File: src/rtl/td4_prog_mem.sv
// TD4 program memory: 16 x 8-bit store loaded one nibble at a time,
// zero-latency read port for the CPU core, and the run/single-step gate
// that produces the CPU execute enable.
//
// Load handshake: wr_valid is a level strobe. One nibble is taken on every
// rising clk edge where wr_valid=1 and the FSM is in LOAD_HI or LOAD_LO.
// There is no ready output: the loader is always ready in those two states,
// and wr_valid is ignored in RUN and FULL.
module td4_prog_mem #(
   parameter int DEPTH = 16
) (
   input  logic       clk,
   input  logic       rst_n,
   input  logic       load_en,
   input  logic       wr_valid,
   input  logic [3:0] din,
   input  logic       step_mode,
   input  logic       step_btn,
   input  logic [3:0] pc,
   output logic [3:0] opcode,
   output logic [3:0] immediate,
   output logic       exec_mode,
   output logic [3:0] load_addr,
   output logic       load_full,
   output logic [1:0] state_dbg_o
);

   localparam logic [1:0] ST_RUN     = 2'd0;
   localparam logic [1:0] ST_LOAD_HI = 2'd1;
   localparam logic [1:0] ST_LOAD_LO = 2'd2;
   localparam logic [1:0] ST_FULL    = 2'd3;

   logic [1:0] state_q, state_d;
   logic [3:0] addr_q, addr_d;
   logic       full_q, full_d;
   logic [3:0] hold_q, hold_d;
   logic       mem_we;
   logic [7:0] mem_q [DEPTH];

   logic       sync1_q, sync2_q, prev_q;
   logic       step_pulse;

   // Load FSM next-state: nibble pairing, address advance, exit to RUN.
   always_comb begin
      state_d = state_q;
      addr_d  = addr_q;
      full_d  = full_q;
      hold_d  = hold_q;
      mem_we  = 1'b0;
      case (state_q)
         ST_RUN: begin
            if (load_en) begin
               state_d = ST_LOAD_HI;
               addr_d  = 4'd0;
               full_d  = 1'b0;
            end
         end
         ST_LOAD_HI: begin
            if (!load_en) begin
               state_d = ST_RUN;
            end else if (wr_valid) begin
               hold_d  = din;
               state_d = ST_LOAD_LO;
            end
         end
         ST_LOAD_LO: begin
            if (!load_en) begin
               // A pending high nibble is simply dropped.
               state_d = ST_RUN;
            end else if (wr_valid) begin
               mem_we = 1'b1;
               if (addr_q == 4'd15) begin
                  state_d = ST_FULL;
                  full_d  = 1'b1;
               end else begin
                  addr_d  = addr_q + 4'd1;
                  state_d = ST_LOAD_HI;
               end
            end
         end
         default: begin
            // FULL: address parks at 15, further nibbles ignored.
            if (!load_en) begin
               state_d = ST_RUN;
            end
         end
      endcase
   end

   // Load FSM registers with asynchronous reset back to RUN.
   always_ff @(posedge clk or negedge rst_n) begin
      if (!rst_n) begin
         state_q <= ST_RUN;
         addr_q  <= 4'd0;
         full_q  <= 1'b0;
         hold_q  <= 4'd0;
      end else begin
         state_q <= state_d;
         addr_q  <= addr_d;
         full_q  <= full_d;
         hold_q  <= hold_d;
      end
   end

   // Storage array; reset clears every word so an unloaded program is ADD A,0.
   always_ff @(posedge clk or negedge rst_n) begin
      if (!rst_n) begin
         for (int i = 0; i < DEPTH; i++) begin
            mem_q[i] <= 8'h00;
         end
      end else if (mem_we) begin
         mem_q[addr_q] <= {hold_q, din};
      end
   end

   // Step button synchronizer and rising-edge history.
   always_ff @(posedge clk or negedge rst_n) begin
      if (!rst_n) begin
         sync1_q <= 1'b0;
         sync2_q <= 1'b0;
         prev_q  <= 1'b0;
      end else begin
         sync1_q <= step_btn;
         sync2_q <= sync1_q;
         prev_q  <= sync2_q;
      end
   end

   // One-cycle pulse per synchronized rise; it is never stored, so a rise
   // seen outside RUN is lost rather than queued.
   assign step_pulse = sync2_q & ~prev_q;

   // Execute enable is forced low while reset is held.
   assign exec_mode = rst_n & (state_q == ST_RUN) & (step_mode ? step_pulse : 1'b1);

   assign opcode      = mem_q[pc][7:4];
   assign immediate   = mem_q[pc][3:0];
   assign load_addr   = addr_q;
   assign load_full   = full_q;
   assign state_dbg_o = state_q;

endmodule

File: config.mk
export PLATFORM = sky130hd
export DESIGN_NAME = td4_prog_mem
export DESIGN_NICKNAME = d
export VERILOG_FILES = /design/src/rtl/td4_prog_mem.sv
export SDC_FILE = /design/constraint.sdc
export NUM_CORES = 1
export LEC_CHECK = 0
export ABC_CLOCK_PERIOD_IN_PS = 2650
export CAP_MARGIN = 20
export CORE_MARGIN = 4
export CORE_UTILIZATION = 39
export CTS_CLUSTER_SIZE = 16
export DETAILED_ROUTE_END_ITERATION = 8
export PLACE_DENSITY = 0.58
export SLEW_MARGIN = 20
export SYNTH_ARGS = -nofsm -noshare
export SYNTH_HDL_FRONTEND = slang
export SYNTH_SLANG_ARGS = --single-unit
File: constraint.sdc
create_clock -name clk -period 2.65 [get_ports clk]
set_input_delay 0.3975 -clock clk [delete_from_list [all_inputs] [get_ports clk]]
set_output_delay 0.3975 -clock clk [all_outputs]
set_load 0.02 [all_outputs]
# --- Word level (Yosys, flattened, before mapping) ---
# Cells that the tools add are included.
op_classes:
  shifts: 0
  add_sub_neg: 1
  muxes: 28
  n_reduce_logical: 7
  n_lt_le_gt_ge: 3
  n_mul: 0
  bitwise_logic: 6
  n_eq_ne: 11
  div: 0
op_table:
  columns: ["operator", "n"]
  rows:
  - ["$bwmux 128", 1]
  - ["$bmux 8 s4", 1]
  - ["$demux 8 s4", 1]
  - ["$mux 8", 3]
  - ["$mux 4", 4]
  - ["$mux 2", 7]
  - ["$ge 5x5->1 const B", 2]
  - ["$ne 2x2->1 const B", 5]
  - ["$not 4->5", 2]
  - ["$reduce_and 5->1", 2]
  - ["$mux 1", 8]
  - ["$pmux 4 s2", 1]
  - ["$ne 3x3->1 const B", 2]
  - ["$pmux 2 s3", 1]
  - ["$lt 5x1->1 const B", 1]
  - ["$add 4x1->4 const B", 1]
  - ["$eq 4x4->1 const B", 1]
  - ["$ne 4x1->1 const B", 1]
  - ["$reduce_and 4->1", 1]
  - ["$and 1x1->1", 3]
  - ["$reduce_and 3->1", 1]
  - ["$eq 2x1->1 const B", 1]
  - ["$eq 2x2->1 const B", 1]
  - ["$logic_not 2->1", 1]
  - ["4 further kinds", 4]
totals:
  elab_cells: 79
  in_bits: 14
  memories: 0
  mem_bits_ro: 0
  mem_bits_rw: 0
  latchBits: 0
  ff_bits: 142

# --- Logic depth before layout (Yosys ltp) ---
logic_depth:
  word_depth: 6
  mapped_depth: 7
  depth_no_buf: 6

# --- Worst setup path after synthesis ---
# Ideal clock, no wire load.
synth_timing:
  kind: "in2out"
  start: "input port pc[0]"
  end: "output port immediate[3]"
  setup_slack_ns: 0.670
  arrival_ns: 1.583
  cell_stages: 5
  t_required_ns: 2.253
  cell_sequence: "buf_2 -> buf_4 -> mux4_2 -> a22oi_1 -> nand2_1"
synth_via:
  elab_chain_cells: 4
synth_lines:
  columns: ["item", "line", "source"]
  rows:
  - ["from (decl)", "19", "input logic [3:0] pc,"]
  - ["$not 4->5 (not written as such)", "137", "assign immediate = mem_q[pc][3:0];"]
  - ["$bmux 8 s4", "137", null]
  - ["$mux 8 (not written as such) (2 in series)", "137", null]
  - ["to (decl)", "21", "output logic [3:0] immediate,"]
# No other way between the ends. The select of a mux whose other input is x is not followed.

# --- Final worst setup path ---
layout_timing:
  start: "input port pc[1]"
  end: "output port opcode[0]"
layout_via:
  elab_chain_cells: 4
layout_lines:
  columns: ["item", "line", "source"]
  rows:
  - ["$not 4->5 (not written as such)", "136", "assign opcode = mem_q[pc][7:4];"]
  - ["$bmux 8 s4", "136", null]
  - ["$mux 8 (2 in series)", null, null]
  - ["to (decl)", "20", "output logic [3:0] opcode,"]
# No other way between the ends. The select of a mux whose other input is x is not followed.

==> run_results.csv <==
group,metric,value,unit
cells_and_area,fin_cells,714,
worst_setup_path,cp-end-kind,"output port",
die,fp.dieW,138.3,µm
cells_and_area,drive_above_1_share,0.4858,
job,maxCapViolCount,0,
min_path,hold_depth,0,
place,place_congestion,0.7340,
grt,grt_pass1_wl,23.86,mm
synth,synth.most_common_cell,"dfrtp_1",
route,routedWlPerCell,19.92,µm
clock_tree,cts_setup_buffers,0,
worst_setup_path,reg2reg_from,"state_dbg_o[0]",
pwr,p_per_area,719.7,mW/mm²
cells_and_area,nets,504,
synth,synth_edf_count,0,
die,core,0.01658,mm²
timing,worstMarginPinSlew,798.7,ps
die,num_rows,47,
cells_and_area,nFillCells,1433,
timing,layout_worst_path_cycle_share,0.9685,
synth,yosys.area.top_type,"dfrtp_1",
synth,post_synth_most_frequent_cells,"dfrtp_1 (142), mux2_2 (132), mux4_2 (32), a22oi_1 (16), nand2_1 (16)",
synth,netlist_instances,430,
timing,drv_slew,0,
worst_setup_path,endpoint,"opcode[0]",
worst_setup_path,r2r_cells,6,
timing,min_period,2567,ps
place,hpwl,9.560,mm
clock_tree,insertion_delay,420,ps
cells_and_area,antenna_cells,0,
cells_and_area,multi_input_comb_area,0.002952,mm²
clock_tree,clockBufferDepth,2,
timing,final_hold_viol_count,0,
die,dieArea,0.01913,mm²
grt,overflow,0,
worst_setup_path,setup.worst_path.start,"pc[1]",
grt,antenna_found_initial,0,
clock_tree,cts_made_buffers,17,
place,dp_cells,681,
synth,synthesis.area,0.006621,mm²
grt,grt_usage,0.1615,
die,start_util,0.3993,
synth,synth_top_area_share,0.5367,
grt,grt_pass1_vias,4290,
synth,postSynthAreaPerCell,15.40,µm²
cells_and_area,ff_latch_area,0.003553,mm²
route,ant_nets,0,
timing,finClkSkew,4.657,ps
run_status,status,"complete, no violations",
pwr,power_leakage,0.003690,µW
die,io_pins,30,
synth,async_flop_share,1.000,
worst_setup_path,critPathKind,"in2out",
worst_setup_path,worstPathMaxFanout,12,
clock_tree,root_buffer,"clkbuf_16",
synth,synth_ff_type,"dfrtp_1",
synth,ys_warn_count,0,
worst_setup_path,r2r_slack,540,ps
clock_tree,cts_sinks,142,
cells_and_area,area_delta_synth_final,19.12,%
synth,yosysSeqAreaShare,0.5367,
grt,grt_max_degree,89,
timing,max_freq,389.6,MHz
cells_and_area,final_util,0.4756,
route,drcViolationCount,0,
route,vias,3856,
route,routed_via_density,5.401,
synth,synthesis.nets,453,
die,die_h,138.3,µm
synth,netlist_top_cells_area,"dfrtp_1 (54%), mux2_2 (22%), mux4_2 (11%), a22oi_1 (1.8%), ha_1 (1.7%)",
timing,setup_tns,0,ps
min_path,hp-class,"reg2reg",
clock_tree,h-tree-depth,4,
place,io_buffers,29,
pwr,peakVddDrop,499.5,µV
synth,ys_ff_latch,142,
place,post_dp_cell_area,0.007310,mm²
worst_setup_path,start_kind,"primary input",
cells_and_area,final_area,0.007888,mm²
timing,setup_viol,0,
timing,max-slew-margin-rel,0.4676,
worst_setup_path,crit_arrival,2170,ps
route,drt_iter0_drc,176,
clock_tree,clk_pin_slew,50,ps
worst_setup_path,worstPathRequired,2250,ps
timing,rsz0062_at_grt,"no",
route,routed_wl,14.22,mm
route,dr.pass1.iters,4,
pwr,p_total,5677,µW
synth,yosysUniqueCellTypes,39,
clock_tree,cts_tree,"built",
worst_setup_path,r2r-end,"mem_q[52]",
## worst min path at each step
stage / startpoint / endpoint / slack, ps
after detailed placement: rst_n / mem_q[17] / 280
after global placement: rst_n / mem_q[25] / 270
after global routing: sync1_q / sync2_q / 360
after CTS: sync1_q / sync2_q / 350
after floorplan: rst_n / hold_q[0] / 100
final: sync1_q / sync2_q / 350
## power breakdown
part	total, µW	switching [µW]	internal, µW
clock	2230	846	1380
combinational	840	412	428
sequential	2610	255	2350
total	5680	1510	4160
## sequential cells by signal, indices dropped and copies added (netlist names)
name         cells
prev_q           1
sync2_q          1
load_full        1
state_dbg_o      2
load_addr        4
mem_q          128
hold_q           4
sync1_q          1
## metrics by stage
step	hold slack [ps]	worst slack, ps
floorplan	101.9	669.7
global route	364.7	38.29
CTS	351.5	67.21
detailed placement	276.0	-152.7
global placement	267.7	-138.9
finish	351.3	83.45
## cells in the final DEF (no fill, tap or decap), types with 4 or more instances in the layout
cell	netlist	routed
mux4_2	32	32
nand2_1	16	16
a21oi_1	6	6
mux2_2	132	132
clkbuf_16	0	17
clkbuf_8	0	4
nor2_4	6	6
clkinv_2	0	4
nor2_1	6	6
dfrtp_1	142	142
dlygate4sd2_1	0	8
clkdlybuf4s50_1	0	18
nor2_2	7	7
a22oi_1	16	13
inv_1	4	4
buf_12	0	5
clkbuf_1	10	5
buf_4	2	18
ha_1	9	9
## timing repair
action / 4_1_cts / 5_1_grt
gates resized for setup: 10 / 2
endpoints found under the hold margin: 24 / 0
endpoints found under the setup margin: 8 / 2
hold buffers: 1 / 0
## layout make-up
| type | instances | area share |
|---|---|---|
| Sequential cell | 142 | 0.4505 |
| Multi-Input combinational cell | 262 | 0.3742 |
| Timing Repair Buffer | 54 | 0.06789 |
| Clock buffer | 26 | 0.06329 |
| Tap cell | 220 | 0.03490 |
| Clock inverter | 6 | 0.007297 |
| Inverter | 4 | 0.001904 |
## critical path, stage by stage
cell and delay, ps:
clkdlybuf4s50_1 500, buf_12 170, buf_12 140, mux4_2 290, a22oi_1 250, nand2_1 90, dlygate4sd2_1 330
## logic make-up (layout without fill, tap and decap cells)
family,after synthesis,count (layout),synth area share
buf+inv,26,90,0.01984
simple gates,56,56,0.05537
mux,168,168,0.3399
compound gates,29,29,0.03118
flops,142,142,0.5367
fa+ha+maj,9,9,0.01701
## layer usage
layer | part of all wire | up-vias | GRT usage
li1 | - | 1722 | -
met1 | 0.47 | 2054 | 0.2229
met2 | 0.48 | 60 | 0.2510
met3 | 0.038 | 20 | 0.04006
met4 | 0.016 | 0 | 0.05616
met5 | 0 | - | 0
(Power assumes the default switching activity.)
